## src/rtl/mmio_initiator.sv

```systemverilog
// mmio_initiator
// Single-outstanding peripheral-bus initiator. Takes one access command at a
// time from a local command port, drives cs/we/address/write_data, holds cs
// until the responder raises ready (or a wait-state timeout expires) and then
// reports the result as a one-cycle pulse on the response port.
//
// Ports:
//   clk, reset          rising-edge clock, asynchronous active-high reset
//   cmd_valid/cmd_ready command handshake (cmd_ready high only in IDLE)
//   cmd_we/addr/wdata   command payload, sampled only in the accept cycle
//   rsp_valid           one-cycle pulse when an access finishes
//   rsp_rdata           captured read data (0 for writes and errors)
//   rsp_error           set with rsp_valid when the access timed out
//   busy                high whenever the initiator is not IDLE
//   cs/we/address/write_data  registered bus outputs
//   read_data/ready     responder return path (ready may be comb. from cs)
//
// Parameters:
//   TIMEOUT_CYCLES      max cycles cs is held without ready; 0 disables abort
//   CNT_WIDTH           wait counter width, 2**CNT_WIDTH > TIMEOUT_CYCLES
module mmio_initiator #(
    parameter int TIMEOUT_CYCLES = 16,
    parameter int CNT_WIDTH      = 8
) (
    input  logic        clk,
    input  logic        reset,
    input  logic        cmd_valid,
    output logic        cmd_ready,
    input  logic        cmd_we,
    input  logic [7:0]  cmd_addr,
    input  logic [31:0] cmd_wdata,
    output logic        rsp_valid,
    output logic [31:0] rsp_rdata,
    output logic        rsp_error,
    output logic        busy,
    output logic        cs,
    output logic        we,
    output logic [7:0]  address,
    output logic [31:0] write_data,
    input  logic [31:0] read_data,
    input  logic        ready
);

    typedef enum logic [1:0] {
        IDLE   = 2'd0,
        ACCESS = 2'd1,
        RESP   = 2'd2
    } state_t;

    // Counter value seen in the last permitted wait cycle; only meaningful
    // when the timeout is enabled.
    localparam logic [CNT_WIDTH-1:0] LAST_WAIT =
        (TIMEOUT_CYCLES == 0) ? {CNT_WIDTH{1'b0}} : CNT_WIDTH'(TIMEOUT_CYCLES - 1);
    localparam logic TIMEOUT_EN = (TIMEOUT_CYCLES != 0);
    localparam logic [CNT_WIDTH-1:0] CNT_MAX = {CNT_WIDTH{1'b1}};
    localparam logic [CNT_WIDTH-1:0] CNT_ONE = CNT_WIDTH'(1);

    state_t               state;
    logic [CNT_WIDTH-1:0] wait_cnt;

    // Access sequencer: owns the state, the wait counter and every output.
    always_ff @(posedge clk or posedge reset) begin
        if (reset) begin
            state      <= IDLE;
            wait_cnt   <= {CNT_WIDTH{1'b0}};
            cmd_ready  <= 1'b1;
            busy       <= 1'b0;
            cs         <= 1'b0;
            we         <= 1'b0;
            address    <= 8'h00;
            write_data <= 32'h0000_0000;
            rsp_valid  <= 1'b0;
            rsp_rdata  <= 32'h0000_0000;
            rsp_error  <= 1'b0;
        end else begin
            // rsp_valid is a single-cycle pulse: it is only ever raised on the
            // ACCESS->RESP transition and falls on the following edge.
            rsp_valid <= 1'b0;
            case (state)
                IDLE: begin
                    if (cmd_valid) begin
                        we         <= cmd_we;
                        address    <= cmd_addr;
                        write_data <= cmd_wdata;
                        cs         <= 1'b1;
                        wait_cnt   <= {CNT_WIDTH{1'b0}};
                        cmd_ready  <= 1'b0;
                        busy       <= 1'b1;
                        state      <= ACCESS;
                    end else begin
                        cmd_ready  <= 1'b1;
                        busy       <= 1'b0;
                    end
                end
                ACCESS: begin
                    // ready is checked first so a completion in the final
                    // permitted cycle beats the timeout.
                    if (ready) begin
                        rsp_rdata <= we ? 32'h0000_0000 : read_data;
                        rsp_error <= 1'b0;
                        rsp_valid <= 1'b1;
                        cs        <= 1'b0;
                        we        <= 1'b0;
                        state     <= RESP;
                    end else if (TIMEOUT_EN && (wait_cnt == LAST_WAIT)) begin
                        rsp_rdata <= 32'h0000_0000;
                        rsp_error <= 1'b1;
                        rsp_valid <= 1'b1;
                        cs        <= 1'b0;
                        we        <= 1'b0;
                        state     <= RESP;
                    end else if (wait_cnt != CNT_MAX) begin
                        // Saturates only in the no-timeout configuration.
                        wait_cnt  <= wait_cnt + CNT_ONE;
                    end else begin
                        wait_cnt  <= wait_cnt;
                    end
                end
                RESP: begin
                    // cs stays low here, guaranteeing a gap between accesses.
                    cmd_ready <= 1'b1;
                    busy      <= 1'b0;
                    state     <= IDLE;
                end
                default: begin
                    cs        <= 1'b0;
                    we        <= 1'b0;
                    cmd_ready <= 1'b1;
                    busy      <= 1'b0;
                    state     <= IDLE;
                end
            endcase
        end
    end

endmodule
```

## config.mk

```make
export PLATFORM = sky130hd
export DESIGN_NAME = mmio_initiator
export DESIGN_NICKNAME = d
export VERILOG_FILES = /design/src/rtl/mmio_initiator.sv
export SDC_FILE = /design/constraint.sdc
export NUM_CORES = 1
export LEC_CHECK = 0
export ABC_CLOCK_PERIOD_IN_PS = 3400
export CORE_MARGIN = 1.5
export CORE_UTILIZATION = 30
export DETAILED_ROUTE_END_ITERATION = 6
export GPL_TIMING_DRIVEN = 1
export PLACE_DENSITY = 0.72
export SETUP_SLACK_MARGIN = 0.05
export SYNTH_ARGS = -nofsm -noshare
export SYNTH_HDL_FRONTEND = slang
export SYNTH_SLANG_ARGS = --single-unit
```

## constraint.sdc

```tcl
create_clock -name clk -period 3.4 [get_ports clk]
set_input_delay 0.51 -clock clk [delete_from_list [all_inputs] [get_ports clk]]
set_output_delay 0.51 -clock clk [all_outputs]
set_load 0.03 [all_outputs]
```

==> out/summary.md, run 1 <==
For the maximum level of the CTS H-tree, the log shows 3. The post-route total power was 5.032 mW; the final weighted congestion of routability-driven global placement was 0.7856. The library cell used most frequently in the layout, excluding fill and tap cells, is clkdlybuf4s50_1. The post-route minimum period is 2.066 ns. The number of unique standard cell types used by synthesis was 37; the count of TritonRoute iterations in the first routing pass was 4. After clock tree synthesis, the clock-pin slew on the worst setup and hold paths is 0.06 ns.

Of all flip-flops after synthesis, the portion carrying an async set or reset was 100.0%. The clock latency at the later pin of the worst-skew pair was 0.33 ns. The slew at the pin with the worst max-slew slack was 0.8965 ns; the via-per-instance ratio was 4.607. The die span in y works out to 110.7 um. The detailed placer's ending HPWL was 6206 um.

The arrival time at the worst endpoint came out at 1.56 ns. After synthesis, the mean cell area works out to 10.71 sq um. The power per cell area was 921.0 mW/mm^2. Global routing used 14.74% of the available tracks across all layers.

In this run the static leakage power is 2.549 nW. Traced cell by cell, the critical path runs through clkdlybuf4s50_1. Max-cap violations in this run came to 0.

STA classifies the critical path startpoint as a register. Along the worst path, the maximum fanout reaches 2. The cell taking the most area after synthesis is dfrtp_1.

The synthesized design devotes to its leading area cell type 62.52% of total area. After filler insertion, the fill cell instance count of the layout stands at 1,072. The number of clock sinks was 88.

The region available for standard cell placement spans 0.01137 sq mm. The library cells used most frequently in the layout, excluding fill and tap cells, are 154 x clkdlybuf4s50_1, 126 x nand2_1, 87 x dfrtp_1. The number of placement rows is 39, and the synthesized instance count is 325.

The tools report the element type at the critical path end as an output pin. The tools report the worst setup path endpoint as cmd_ready. Static timing analysis puts the maximum clock frequency at 484.0 MHz.

In the final layout, the share of cells above drive strength 1 is 6.653%. Setup repair after global routing left no endpoint under its margin. The share of the Yosys chip area taken by registers is 63.28%. After clock tree synthesis, the repair step resized 0 gates.

Number of input and output port buffers inserted: 154. The Yosys step of the flow raised 0 warnings. The number of synthesized register bits was 88; the via count of the first global-routing pass was 2,982. The number of buffers inserted by hold repair at cts was 0; the total vias in the final route was 2,875. Total DRC errors in the routed layout: 0.

The critical path's largest stage delay was 0.70 ns; the final clock period utilization by the worst path was 60.77%. The number of enable-type register cells in the synthesized netlist works out to 0. The tools report the initial antenna violation count as 0.

The count of final hold-check violations came out at 0. Among cell families on the critical path, the largest total delay comes from buffers and inverters. The worst register-to-register path ends at rsp_rdata[31]. Counting cells, the worst reg-to-reg path comes to 3.

Maximum clock path buffer count: 2. The initial utilization of the core area, before any placement, comes to 30.63%. The tightest min-delay check is of the register to register type. The number of logic stages on the critical path including buffering was 1. The final number of setup-violating endpoints is 0, and the internal reg-to-reg setup slack is 1.55 ns. The detailed-route wire length per cell came out at 13.98 um. The number of nets handed over by synthesis was 403. The tools report the first-pass GRT wire length as 14,740 um. The slowest stage cell on the critical path was clkdlybuf4s50_1. The tools report the source of the worst register-to-register timing path as state[0].

The accumulated negative setup slack is 0 ns, and the number of DRC markers in iteration 0 is 154. TritonCTS built the clock tree. The worst path buffer plus inverter count came out at 1. The data required time of the worst path was 2.89 ns.

Counting the buffers created by CTS gives 9. From synthesis to final layout, the design area changed by 56.92%. The logs give 40.23% for the remaining max-slew budget at the tightest pin and 0 for the total grt overflow. Final-report max-slew violation count: 0. The flow ran to the end, and the final reports show no timing, DRC or antenna violations. The final antenna diode count came out at 0. The die covers 0.01226 sq mm. The netlist area before placement is 0.003482 sq mm. Buffers added to address setup during post-CTS repair amount to 0. By area the synthesized netlist is led by dfrtp_1 63%, nand2_1 14%, a22o_1 8.3%. The net count of the finished layout is 554. For this design the top-level I/O count stands at 155. Summed over all layers, the routed wires come to 8722 um.

Final antenna-violating net count: 0. For the final worst clock skew, the log shows 0.007674 ns. The critical setup path kind was register to output pin.

The die is 110.7 um wide. Entering global routing, the biggest net connects 45 pins. Among all flip-flop cells after synthesis, the most frequent one is dfrtp_1. The maximum ir drop on the vdd rail was 0.4406 mV; the tightest hold margin was 0.4742 ns. The root buffer cell is clkbuf_16.

The most critical setup path has its startpoint at cmd_ready.
## sequential cells by signal, indices dropped and copies added, names as in the netlist
name / count
rsp_rdata: 32
write_data: 32
address: 8
wait_cnt: 8
state: 2
busy: 1
cmd_ready: 1
cs: 1
rsp_error: 1
rsp_valid: 1
we: 1
## cell usage after synthesis (4+ instances only)
library cell / count
nand3_1: 4
nand2_1: 126
dfrtp_1: 87
a21oi_1: 4
clkbuf_1: 8
a31oi_1: 4
inv_1: 4
nor2_1: 6
buf_2: 4
o21ai_0: 4
a22o_1: 33
## worst min-delay path: stages, from the launching register on
cell	delay [ns]
dfrtp_1	0.34
nand2_1	0.05
nand2_1	0.05
## layer usage
metal | GRT usage (%) | wire length, um
met1 | 18.93 | 3859
met3 | 4.921 | 608
met5 | 0 | 0
met4 | 5.299 | 180
met2 | 23.29 | 4074
## logic make-up (layout without fill, tap and decap cells)
| kind of cell | Yosys count | count (layout) | synth area share (%) |
|---|---|---|---|
| simple gates | 153 | 153 | 18.69 |
| flops | 88 | 88 | 63.28 |
| compound gates | 56 | 56 | 13.08 |
| buf+inv | 24 | 180 | 3.701 |
| mux | 3 | 3 | 0.8983 |
| fa+ha+maj | 1 | 1 | 0.3593 |
## where the power goes
part	switching, mW	total (mW)	internal, mW
Combinational	1.31	2.29	0.986
Sequential	0.238	1.69	1.45
Clock	0.393	1.04	0.652
## per-stage QoR
step	setup slack [ns]	cell area [sq um]	util, %	instances
CTS	1.324	5464	48.06	624
floorplan	0.6131	3482	-	325
finish	1.334	5464	48.06	624
detailed placement	1.020	5137	45.19	608
global placement	1.060	5137	45.19	608
global route	1.217	5464	48.06	624
## area by class of cell
type / instances / area (sq um) / share of cell area, %
timing repair buffer: 158 / 1572 / 28.76
clock buffer: 13 / 280.3 / 5.129
inverter: 6 / 23.77 / 0.4351
sequential: 88 / 2203 / 40.33
tap: 143 / 178.9 / 3.275
clock inverter: 3 / 46.29 / 0.8473
multi-input combinational: 213 / 1160 / 21.23
## how the worst min path moves through the flow
| stage | startpoint | to | cells after the start |
|---|---|---|---|
| floorplan | wait_cnt[3] | wait_cnt[3] | 1 |
| global placement | address[7] | address[7] | 2 |
| detailed placement | write_data[13] | write_data[13] | 2 |
| CTS | write_data[13] | write_data[13] | 2 |
| global route | address[4] | address[4] | 2 |
| finish | address[7] | address[7] | 2 |
(Power assumes the default switching activity.)
==> run 2, diff against run 1 <==
--- a/config.mk
+++ b/config.mk
@@ -5,12 +5,12 @@
 export SDC_FILE = /design/constraint.sdc
 export NUM_CORES = 1
 export LEC_CHECK = 0
-export ABC_CLOCK_PERIOD_IN_PS = 3400
+export ABC_CLOCK_PERIOD_IN_PS = 1700
 export CORE_MARGIN = 1.5
 export CORE_UTILIZATION = 30
 export DETAILED_ROUTE_END_ITERATION = 6
 export GPL_TIMING_DRIVEN = 1
-export PLACE_DENSITY = 0.72
+export PLACE_DENSITY = 0.74
 export SETUP_SLACK_MARGIN = 0.05
 export SYNTH_ARGS = -nofsm -noshare
 export SYNTH_HDL_FRONTEND = slang
==> constraint.sdc (replaced) <==
create_clock -name clk -period 1.7 [get_ports clk]
set_input_delay 0.255 -clock clk [delete_from_list [all_inputs] [get_ports clk]]
set_output_delay 0.255 -clock clk [all_outputs]
set_load 0.03 [all_outputs]
==> run 2 against run 1 <==
Compared with the run above: flip-flop and latch count unchanged; utilization is 2.4 points higher; register-to-register slack lost 1.5 ns; total power is 98% higher; routed wire length grew 5.4%; cell count rose by 2.4%; global-route usage up 0.70 points; sequential share of layout area is 1.9 points lower; design area increased by 5.0%; critical endpoint is now write_data[2]; largest power group unchanged.
==> out/summary.md, run 2 (synthesis results as in run 1) <==
The met2 demand-to-capacity share in global routing came out at 25.56% (was 23.29%). The number of buffers created by CTS was 9 (unchanged); the worst path buffer plus inverter count was 1 (unchanged). The accumulated negative setup slack was 0 ns (unchanged).

The critical path's largest stage delay is 0.68 ns (was 0.70 ns), and the maximum clock path buffer count is 2 (unchanged). The footprint of the multi-input gates was 0.001181 sq mm (was 0.001160 sq mm). The tools report the initial antenna violation count as 0 (unchanged).

The count of TritonRoute iterations in the first routing pass is 4 (unchanged). The final clock period utilization by the worst path is 95.32%. The flow ran to the end, and the final reports show no timing, DRC or antenna violations. Cell family with the largest share of critical-path delay: buffers and inverters (unchanged). Final-report max-slew violation count: 0 (unchanged). The remaining max-slew budget at the tightest pin was 74.84% (was 40.23%); the final number of setup-violating endpoints was 0 (unchanged). Setup repair after global routing could not meet its margin everywhere.

Static timing analysis puts the maximum clock frequency at 617.1 MHz. Share of post-route cells with drive strength above 1: 9.879% (was 6.653%). Slowest stage cell on the critical path: clkdlybuf4s50_1 (unchanged).

The critical setup path kind was register to output pin (unchanged). The final worst clock skew is 0.01152 ns (was 0.007674 ns), and the data required time of the worst path is 1.44 ns (was 2.89 ns). For the count of final hold-check violations, the log shows 0 (unchanged). Element type at the critical path start: a register (unchanged).

Largest net degree at the start of global routing: 60 (was 45). For the global-route track usage on met1, the log shows 18.52% (was 18.93%). Path class of the lowest-slack min-delay path: input pin to async pin (was register to register).

Slew at the pin with the worst max-slew slack: 0.3789 ns (was 0.8965 ns). The die span in y is 110.7 um (unchanged). The element type at the critical path end was an output pin (unchanged). The global routing's busiest layer was met2 (unchanged). Commonest cells after routing, fill and taps aside: 126 x nand2_1, 87 x dfrtp_1, 79 x clkdlybuf4s50_1 (was 154 x clkdlybuf4s50_1, 126 x nand2_1, 87 x dfrtp_1). Total DRC errors in the routed layout: 0 (unchanged). The tools report the detailed placer's ending HPWL as 6479 um (was 6206 um).

The run gives 0.01137 sq mm (unchanged) as the placeable core region. The horizontal die dimension works out to 110.7 um (unchanged). The final antenna-violating net count is 0 (unchanged), and the total I/O pin count is 155 (unchanged).

The tools report the final weighted congestion of routability-driven global placement as 0.7976 (was 0.7856). For the number of DRC markers in iteration 0, the log shows 142 (was 154). The number of clock sinks is 88 (unchanged), and the number of input and output port buffers inserted is 154 (unchanged). The number of buffers inserted by hold repair at cts is 0 (unchanged), and the reported leakage power is 3.315 nW (was 2.549 nW). The final antenna diode count was 0 (unchanged). The tools report the first-pass GRT wire length as 15,240 um (was 14,740 um). TritonCTS built the clock tree. For the clock latency at the later pin of the worst-skew pair, the log shows 0.34 ns (was 0.33 ns). The post-route total power came out at 9.961 mW (was 5.032 mW).

Initial core utilization: 30.63% (unchanged). The tools report the number of placement rows as 39 (unchanged). For the total grt overflow, the log shows 0 (unchanged). The tools report the met3 track utilization from global routing as 6.506% (was 4.921%). The synthesis-to-finish area growth is 64.75% (was 56.92%), and the number of nets in the finished design is 569 (was 554). The die area came out at 0.01226 sq mm (unchanged).

The via-per-instance ratio was 4.621 (was 4.607); the power per cell area was 1736 mW/mm^2 (was 921.0 mW/mm^2). For the total routed wirelength, the log shows 9190 um (was 8722 um). Register area: 0.002203 sq mm (unchanged). The total vias in the final route is 2,953 (was 2,875).

The arrival time at the worst endpoint was 1.37 ns (was 1.56 ns). The placement-stage worst setup slack was 0.01884 ns (was 1.020 ns). The tools report the maximum ir drop on the vdd rail as 0.9105 mV (was 0.4406 mV). The max-cap check violation count came out at 0 (unchanged).

Largest registers in the final layout: rsp_rdata (32), write_data (32) (unchanged). Clock edge transition at the registers on the reported setup and hold paths: 0.07 ns (was 0.06 ns). The most frequent standard cell in the layout excluding fill and tap cells is nand2_1 (was clkdlybuf4s50_1). The total track usage is 15.44% (was 14.74%). Chain of cells forming the critical path: clkdlybuf4s50_1 (unchanged).

The final-layout fill cell count is 1,019 (was 1,072), and the via count of the first global-routing pass is 3,114 (was 2,982). The root buffer cell was clkbuf_16 (unchanged). Largest fanout on the critical path: 2 (unchanged). The tools report the maximum level of the CTS H-tree as 3 (unchanged). The detailed-route wire length per cell came out at 14.38 um (was 13.98 um). Worst setup margin: 0.07953 ns (was 1.334 ns). Post-route minimum period: 1.620 ns.
## run 2: changes by cell type in the layout (fill, tap and decap cells not counted), moves of 2 or more
cell,previous run,this run
dlymetal6s2s_1,0,49
clkbuf_8,4,0
clkinv_4,0,2
buf_12,0,4
clkdlybuf4s50_1,154,79
inv_8,0,3
buf_4,4,15
dlygate4sd2_1,0,26
## run 2: metal layers
metal / part of all wire (%) / wire length (um)
met1: 42 / 3821
met5: 0 / 0
met2: 50 / 4574
met3: 7.6 / 695
met4: 1.1 / 98
## run 2: power breakdown
| group | internal [mW] | switching, mW |
|---|---|---|
| Clock | 1.19 | 0.914 |
| Combinational | 1.83 | 2.66 |
| Sequential | 2.91 | 0.459 |
## run 2: what timing repair did
| action | CTS | global route |
|---|---|---|
| hold endpoints to repair | 0 | 0 |
| buffers inserted | 1 | 1 |
| pin swaps | 1 | 2 |
| setup endpoints to repair | 59 | 83 |
| resized for setup | 28 | 51 |
## run 2: area by class of cell
class	instances	share of cell area, %
Clock inverter	7	1.701
Multi-Input combinational cell	213	20.59
Inverter	6	0.4580
Tap cell	143	3.119
Clock buffer	9	3.926
Timing Repair Buffer	173	31.80
Sequential cell	88	38.41
## run 2: through the flow
stage / instances / util [%] / hold WS [ns] / instance area [sq um]
floorplan: 325 / - / 0.3411 / 3486
global placement: 621 / 46.51 / 0.4569 / 5288
detailed placement: 621 / 46.51 / 0.4626 / 5288
CTS: 638 / 49.24 / 0.1558 / 5598
global route: 639 / 50.46 / 0.1671 / 5737
finish: 639 / 50.46 / 0.1682 / 5737
## run 2: worst reg2reg max path, delay by kind of cell, from the launching register on
family                     cells  cell delay, ns
buffers and inverters          1            0.14
DFF                            1            0.41
and+or+nand+nor                1            0.15
AOI/OAI and AO/OA              3            0.59
adders and majority gates      1            0.20
## run 2: worst paths after layout
check,cells after the start,end,slack (ns),startpoint
min in group clk,3,write_data[22],0.44,cmd_wdata[22]
setup reg to reg,6,wait_cnt[7],0.09,wait_cnt[1]
hold / removal,2,write_data[22],0.17,reset
max in group asynchronous,3,cmd_ready,0.94,reset
setup / recovery,1,write_data[2],0.08,write_data[2]
hold reg to reg,2,write_data[31],0.47,write_data[31]
